==> src/rtl/bkm_control_step_stimulus_pkg.sv <==
// Shared definitions for the bkm_control_step stimulus generator:
// digit codes, FSM state encoding, LFSR tap mask and default seed.
package bkm_control_step_stimulus_pkg;

  // Width of the iteration index tb_n
  localparam int LOG2N = 4;

  // Signed-digit codes driven on tb_d_u_n / tb_d_v_n (2'b10 is never driven)
  localparam logic [1:0] DIG_ZERO = 2'b00;
  localparam logic [1:0] DIG_POS  = 2'b01;
  localparam logic [1:0] DIG_NEG  = 2'b11;

  typedef enum logic [1:0] {
    ST_IDLE  = 2'd0,
    ST_RUN   = 2'd1,
    ST_DRAIN = 2'd2,
    ST_DONE  = 2'd3
  } state_t;

  // Fibonacci taps 64,63,61,60 expressed as a mask on state bits 63,62,60,59
  localparam logic [63:0] LFSR_TAPS    = 64'hD800_0000_0000_0000;
  localparam logic [63:0] DEFAULT_SEED = 64'hACE1_0000_0001;

endpackage

==> src/rtl/bkm_control_step_stimulus_lfsr.sv <==
// 64-bit Fibonacci LFSR: shifts left, feedback into bit 0.
// load (or srst) restores the seed; enable advances one step.
module bkm_control_step_stimulus_lfsr
  import bkm_control_step_stimulus_pkg::*;
(
  input  logic        clk,
  input  logic        srst,
  input  logic        enable,
  input  logic        load,
  input  logic [63:0] seed,
  output logic [63:0] state
);

  // Seed on reset/load, otherwise one step per enable
  always_ff @(posedge clk) begin
    if (srst || load) begin
      state <= seed;
    end else if (enable) begin
      state <= {state[62:0], ^(state & LFSR_TAPS)};
    end
  end

endmodule

==> src/rtl/bkm_control_step_stimulus.sv <==
// Stimulus generator for bkm_control_step. Issues one vector per enabled
// cycle while running, delays stim_valid by LAT to form chk_enable, and
// reports done once the last checker enable has fired.
// Optional: define BKM_STIM_CORNERS_EN to prepend four fixed corner vectors.
module bkm_control_step_stimulus
  import bkm_control_step_stimulus_pkg::*;
#(
  parameter int          W       = 64,
  parameter int          LAT     = 1,
  parameter int          NUM_VEC = 1024,
  parameter logic [63:0] SEED    = DEFAULT_SEED
) (
  input  logic             clk,
  input  logic             srst,
  input  logic             enable,
  input  logic             start,
  output logic             tb_mode,
  output logic [1:0]       tb_format,
  output logic [LOG2N-1:0] tb_n,
  output logic [1:0]       tb_d_u_n,
  output logic [1:0]       tb_d_v_n,
  output logic [W-1:0]     tb_u_n,
  output logic [W-1:0]     tb_v_n,
  output logic             stim_valid,
  output logic             chk_enable,
  output logic [31:0]      vec_cnt,
  output logic             busy,
  output logic             done
);

  localparam int               DCW       = (LAT > 1) ? $clog2(LAT) : 1;
  localparam logic [31:0]      NUM_VEC_C = 32'(NUM_VEC);
  localparam logic [LOG2N-1:0] N_LAST    = '1;

  function automatic logic [1:0] dig_map(input logic [1:0] raw);
    return (raw == 2'b10) ? DIG_ZERO : raw;
  endfunction

  function automatic logic [31:0] sat_inc(input logic [31:0] x);
    return (x == '1) ? x : x + 32'd1;
  endfunction

  state_t         state, state_nxt;
  logic [DCW-1:0] drain_cnt;
  logic [63:0]    lfsr;
  logic           issue_first, issue_next, issue, corner;
  logic           lfsr_adv, lfsr_load;
  logic [W-1:0]   vec_u, vec_v;
  logic [1:0]     vec_du, vec_dv;
  logic [LAT-1:0] vld_p;

  // Next state and issue decisions
  always_comb begin
    state_nxt   = state;
    issue_first = 1'b0;
    issue_next  = 1'b0;
    case (state)
      ST_IDLE, ST_DONE: begin
        if (start) begin
          if (NUM_VEC == 0) begin
            state_nxt = ST_DONE;
          end else begin
            state_nxt   = ST_RUN;
            issue_first = 1'b1;
          end
        end
      end
      ST_RUN: begin
        if (vec_cnt >= NUM_VEC_C) state_nxt = ST_DRAIN;
        else                      issue_next = 1'b1;
      end
      ST_DRAIN: begin
        if (drain_cnt == DCW'(LAT - 1)) state_nxt = ST_DONE;
      end
      default: state_nxt = ST_IDLE;
    endcase
  end

  assign issue = issue_first | issue_next;

`ifdef BKM_STIM_CORNERS_EN
  logic [31:0] vidx;
  assign vidx   = issue_first ? 32'd0 : vec_cnt;
  assign corner = (vidx < 32'd4);
`else
  assign corner = 1'b0;
`endif

  // Corner vectors do not consume LFSR states; entering DONE rearms the seed
  assign lfsr_adv  = issue & ~corner;
  assign lfsr_load = (state_nxt == ST_DONE) && (state != ST_DONE);

  bkm_control_step_stimulus_lfsr u_lfsr (
    .clk    (clk),
    .srst   (srst),
    .enable (enable & lfsr_adv),
    .load   (enable & lfsr_load),
    .seed   (SEED),
    .state  (lfsr)
  );

  // Candidate vector for this issue: LFSR slice or fixed corner
  always_comb begin
    vec_u  = lfsr[W-1:0];
    vec_v  = lfsr[63:64-W];
    vec_du = dig_map(lfsr[1:0]);
    vec_dv = dig_map(lfsr[3:2]);
`ifdef BKM_STIM_CORNERS_EN
    if (corner) begin
      case (vidx[1:0])
        2'd0: begin vec_u = '0; vec_v = '0; vec_du = DIG_ZERO; vec_dv = DIG_ZERO; end
        2'd1: begin vec_u = '1; vec_v = '1; vec_du = DIG_POS;  vec_dv = DIG_POS;  end
        2'd2: begin
          vec_u  = W'(1) << (W - 1);
          vec_v  = W'(1) << (W - 1);
          vec_du = DIG_NEG;
          vec_dv = DIG_NEG;
        end
        default: begin vec_u = W'(1); vec_v = '1; vec_du = DIG_POS; vec_dv = DIG_NEG; end
      endcase
    end
`endif
  end

  // State, vector outputs, sweeps, counters and the chk_enable delay pipe
  always_ff @(posedge clk) begin
    if (srst) begin
      state      <= ST_IDLE;
      drain_cnt  <= '0;
      stim_valid <= 1'b0;
      vld_p      <= '0;
      vec_cnt    <= '0;
      tb_u_n     <= '0;
      tb_v_n     <= '0;
      tb_d_u_n   <= DIG_ZERO;
      tb_d_v_n   <= DIG_ZERO;
      tb_n       <= '0;
      tb_format  <= '0;
      tb_mode    <= 1'b0;
    end else if (enable) begin
      state      <= state_nxt;
      drain_cnt  <= (state == ST_DRAIN) ? drain_cnt + DCW'(1) : '0;
      stim_valid <= issue;
      vld_p      <= (vld_p << 1) | LAT'(stim_valid);
      if ((state == ST_IDLE || state == ST_DONE) && start) begin
        vec_cnt <= (NUM_VEC == 0) ? 32'd0 : 32'd1;
      end else if (issue_next) begin
        vec_cnt <= sat_inc(vec_cnt);
      end
      if (issue) begin
        tb_u_n   <= vec_u;
        tb_v_n   <= vec_v;
        tb_d_u_n <= vec_du;
        tb_d_v_n <= vec_dv;
      end
      if (issue_first) begin
        tb_n      <= '0;
        tb_format <= '0;
        tb_mode   <= 1'b0;
      end else if (issue_next) begin
        tb_n <= tb_n + LOG2N'(1);
        if (tb_n == N_LAST) begin
          tb_format <= tb_format + 2'd1;
          if (tb_format == 2'd3) tb_mode <= ~tb_mode;
        end
      end
    end
  end

  assign chk_enable = vld_p[LAT-1];
  assign busy       = (state == ST_RUN) || (state == ST_DRAIN);
  assign done       = (state == ST_DONE);

endmodule

==> config.mk <==
export PLATFORM = sky130hd
export DESIGN_NAME = bkm_control_step_stimulus
export DESIGN_NICKNAME = d
export VERILOG_FILES = /design/src/rtl/bkm_control_step_stimulus_pkg.sv /design/src/rtl/bkm_control_step_stimulus_lfsr.sv /design/src/rtl/bkm_control_step_stimulus.sv
export SDC_FILE = /design/constraint.sdc
export NUM_CORES = 1
export LEC_CHECK = 0
export BUFFER_PORTS_ARGS = -buffer_cell sky130_fd_sc_hd__clkbuf_2
export CAP_MARGIN = 10
export CORE_MARGIN = 2
export CORE_UTILIZATION = 47
export CTS_CLUSTER_SIZE = 24
export DETAILED_ROUTE_END_ITERATION = 7
export MAX_ROUTING_LAYER = met4
export PLACE_DENSITY = 0.76
export SLEW_MARGIN = 0
export SYNTH_ARGS = -nofsm -noshare
export SYNTH_HDL_FRONTEND = slang
export SYNTH_SLANG_ARGS = --single-unit
==> constraint.sdc <==
create_clock -name clk -period 2 [get_ports clk]
set_input_delay 0.1 -clock clk [delete_from_list [all_inputs] [get_ports clk]]
set_output_delay 0.1 -clock clk [all_outputs]
set_load 0.1 [all_outputs]
==> metrics <==
Port Buf Inserts 178; num rows 43; post-synth cell types 40; post-route setup TNS 0 ns; post-synthesis mux area share 0.472%; total iterations of the first detailed-routing run 4; Clk Latency, worst-skew pair 0.43 ns; grt met2 use 30.5%; area of the multi-input gates roughly 0.0028 sq mm; Synth Area in Compound Gates 13.2%; RSZ-0062 raised after global routing yes; Core Box Area 0.0138 sq mm; placed insts between 1000 and 1500; die width 123 um; Initial Util 47.9%; status completed; Clock Path Buffers 2; Worst Hold End state[1]; hold path start enable; Final Wtd Congestion between 0.8 and 0.9; R2R Path End tb_v_n[27]; crit start category flop; Hold Vio Cnt, Final 0; Die Ht approximately 120 um; clock share of power about two fifths; largest net degree at the start of global routing 75; Inserted Diodes 0; CP Max Fanout 6; Worst R2R Setup Slack about 0.0030 ns; fmax roughly 0.5 GHz; post-synthesis async set-or-reset flop share 0%; P&R area growth vs syn 29.9%; Root Buffer clkbuf_16; Final Total Pwr about 0.0076 W; FF-to-FF Start vec_cnt[30]; MaxCap Viol Count 0; # fillers 1139; fin crit share roughly 100%; Final setup viols 0; Synth Area in Simple Gates between 10% and 20%; antenna viol nets, final 0; max-slew violation count 0; hold path cells 3; Synth Flop Type dfxtp_1; vias ~5600; Worst Hold Class in2reg; CTS tree done; synth top area cells dfxtp_1, nand2_1, a21oi_1; FF+latch area 0.00358 sq mm; antenna violations before repair 0; Req. time, crit path 2.36 ns; minimum clock period after layout between 1.5 and 2 ns; first-pass GRT wire length 22700 um; Max IR drop VDD 0.622 mV; GRT overflow 0; Clk pin slew, worst setup/hold paths 0.06 ns; DIE AREA 0.0151 sq mm; NetSw 0.00219 W; synthesized area between 0.006 and 0.007 sq mm; grt peak-use layer met2; #FFs+latches synth roughly 180; GR Layer Usage met3 approximately 4.4%; layout cell share with drive strength beyond 1 43.0%; Worst R2R Path Depth 8; sw frac between 20% and 30%; Leak approximately 3.5 nW; Synth top area share a little over half; adder-cell share of the synthesized area 1.51%; xor and xnor area share after synthesis 0.529%; vias in the first global route 4693; critical path capture point type flop; final cell count without fillers 1096; GRT Total Usage 19.6%; Vias/cell 5.08; Gate power share 12.7%; Synth top cells by count nand2_1, dfxtp_1, a21oi_1, buf_4, clkbuf_1; number of synthesized flops with an enable pin 0; Routed WL per cell 13.9 um; post-synthesis cell count 771; Layout Nets 916; Data arrival, critical path 2.35 ns; worst clock skew between 0.009 and 0.01 ns; CTS buffer count 17; Avg Inst Size Synth 8.60 sq um; Syn Nets 783; detailed placement HPWL between 9000 and 10000 um; Flop pwr share 47.3%; Synth area leader dfxtp_1; routed wire length 15200 um; PwrDens roughly 890 mW/mm^2; count leader, synth nand2_1; Synthesis Warnings 0; largest family of logic cells by synthesized area simple AND/OR/NAND/NOR gates; Clock H-tree levels 4; utilization after layout between 60 and 70%; worst rel slew slack between 60 and 70%; drt initial violations 342; Slew @ Worst Pin 0.578 ns; Ports 179; post-synthesis sequential area ratio 53.2%; Hold WS 0.106 ns; kind of critical path reg2reg; Int Pwr 0.00544 W; M1 GR Usage 24.9%; DRC violations left 0; clock sinks 176
-- final cells by class --
cell class	count	area share [%]
inverters	9	0.436
well taps	180	2.61
clock inverters	12	1.18
repair buffers	223	17.0
multi-input cells	477	32.1
flip-flops and latches	176	41.5
clock buffers	19	5.14
-- layout by cell type, fill, tap and decap left out, drive strengths merged --
cell,count
buf,38
nor3,2
xnor2,4
clkinv,1
ha,8
nor4,8
and4,1
nand4,4
or3,10
clkinvlp,6
dlygate4sd3,1
mux2,1
and4b,1
nor2b,1
a22oi,1
dfxtp,176
and2,21
a41o,1
and3,2
a211oi,1
a21bo,1
a21oi,141
o31a,1
clkbuf,203
o31ai,2
mux2i,2
inv,14
a211o,1
nand2b,2
nand3b,11
nand2,210
a41oi,1
o21ai,9
a31oi,2
nor2,15
o21bai,1
nand3,12
-- timing repair --
item | CTS | global route
gates resized for setup | 5 | 82
hold endpoints to repair | 2 | 0
buffers inserted | 0 | 3
pin swaps | 3 | 10
gates cloned | 0 | 7
hold buffers | 1 | 0
setup endpoints to repair | 57 | 146
-- routing by layer --
| metal | up-vias | wire length, um |
|---|---|---|
| met4 | 0 | 235 |
| met5 | - | 0 |
| met2 | 160 | 7460 |
| li1 | 2762 | - |
| met1 | 2623 | 6790 |
| met3 | 19 | 765 |
-- how the worst max path moves through the flow --
stage | startpoint | end | slack (ns)
global route | vec_cnt[13] | u_lfsr.state[45] | -0.09
floorplan | state[0] | u_lfsr.state[32] | -0.16
CTS | vec_cnt[18] | u_lfsr.state[47] | 0.002
global placement | vec_cnt[24] | u_lfsr.state[43] | -0.1
detailed placement | vec_cnt[13] | u_lfsr.state[47] | -0.08
finish | vec_cnt[30] | tb_v_n[27] | 0.003
-- critical path, cell delays in order, from the launching register on --
cell and delay (ns):
dfxtp_2 0.34, nor4_4 0.40, nand3_1 0.16, buf_4 0.17
o31ai_4 0.26, buf_6 0.20, clkbuf_16 0.17, nand2_1 0.09
a21oi_1 0.14
-- sequential cells by signal, summed over array words and instances, names as in the netlist --
signal / count
chk_enable: 1
vec_cnt: 32
drain_cnt: 1
state: 2
tb_d_u_n: 2
tb_n: 4
u_lfsr.state: 64
tb_d_v_n: 2
tb_v_n: 64
tb_format: 2
stim_valid: 1
tb_mode: 1
-- kinds of logic after synthesis --
group | Yosys count
adder cells (fa/ha/maj) | 8
buffers and inverters | 118
flip-flops | 176
multiplexers | 3
AO/OA/AOI/OAI | 162
XOR/XNOR | 4
AND/OR/NAND/NOR | 300
-- metrics by stage --
| step | setup slack (ns) | instance area (sq um) |
|---|---|---|
| after CTS | 0.00177 | 8150 |
| after floorplan | -0.156 | 6810 |
| after detailed placement | -0.0799 | 7570 |
| after global routing | -0.0884 | 8610 |
| final | 0.00300 | 8610 |
| after global placement | -0.0997 | 7570 |
-- power groups by stage --
stage / clock network, W / registers [W] / logic [W]
detailed placement: 0 / 0.00369 / 0.000849
finish: 0.00305 / 0.00361 / 0.000971
global placement: 0 / 0.00368 / 0.000849
floorplan: 0 / 0.00390 / 0.000488
global route: 0.00328 / 0.00362 / 0.00102
CTS: 0.00311 / 0.00361 / 0.000857
Note: power is estimated with default switching activity, not from simulation.
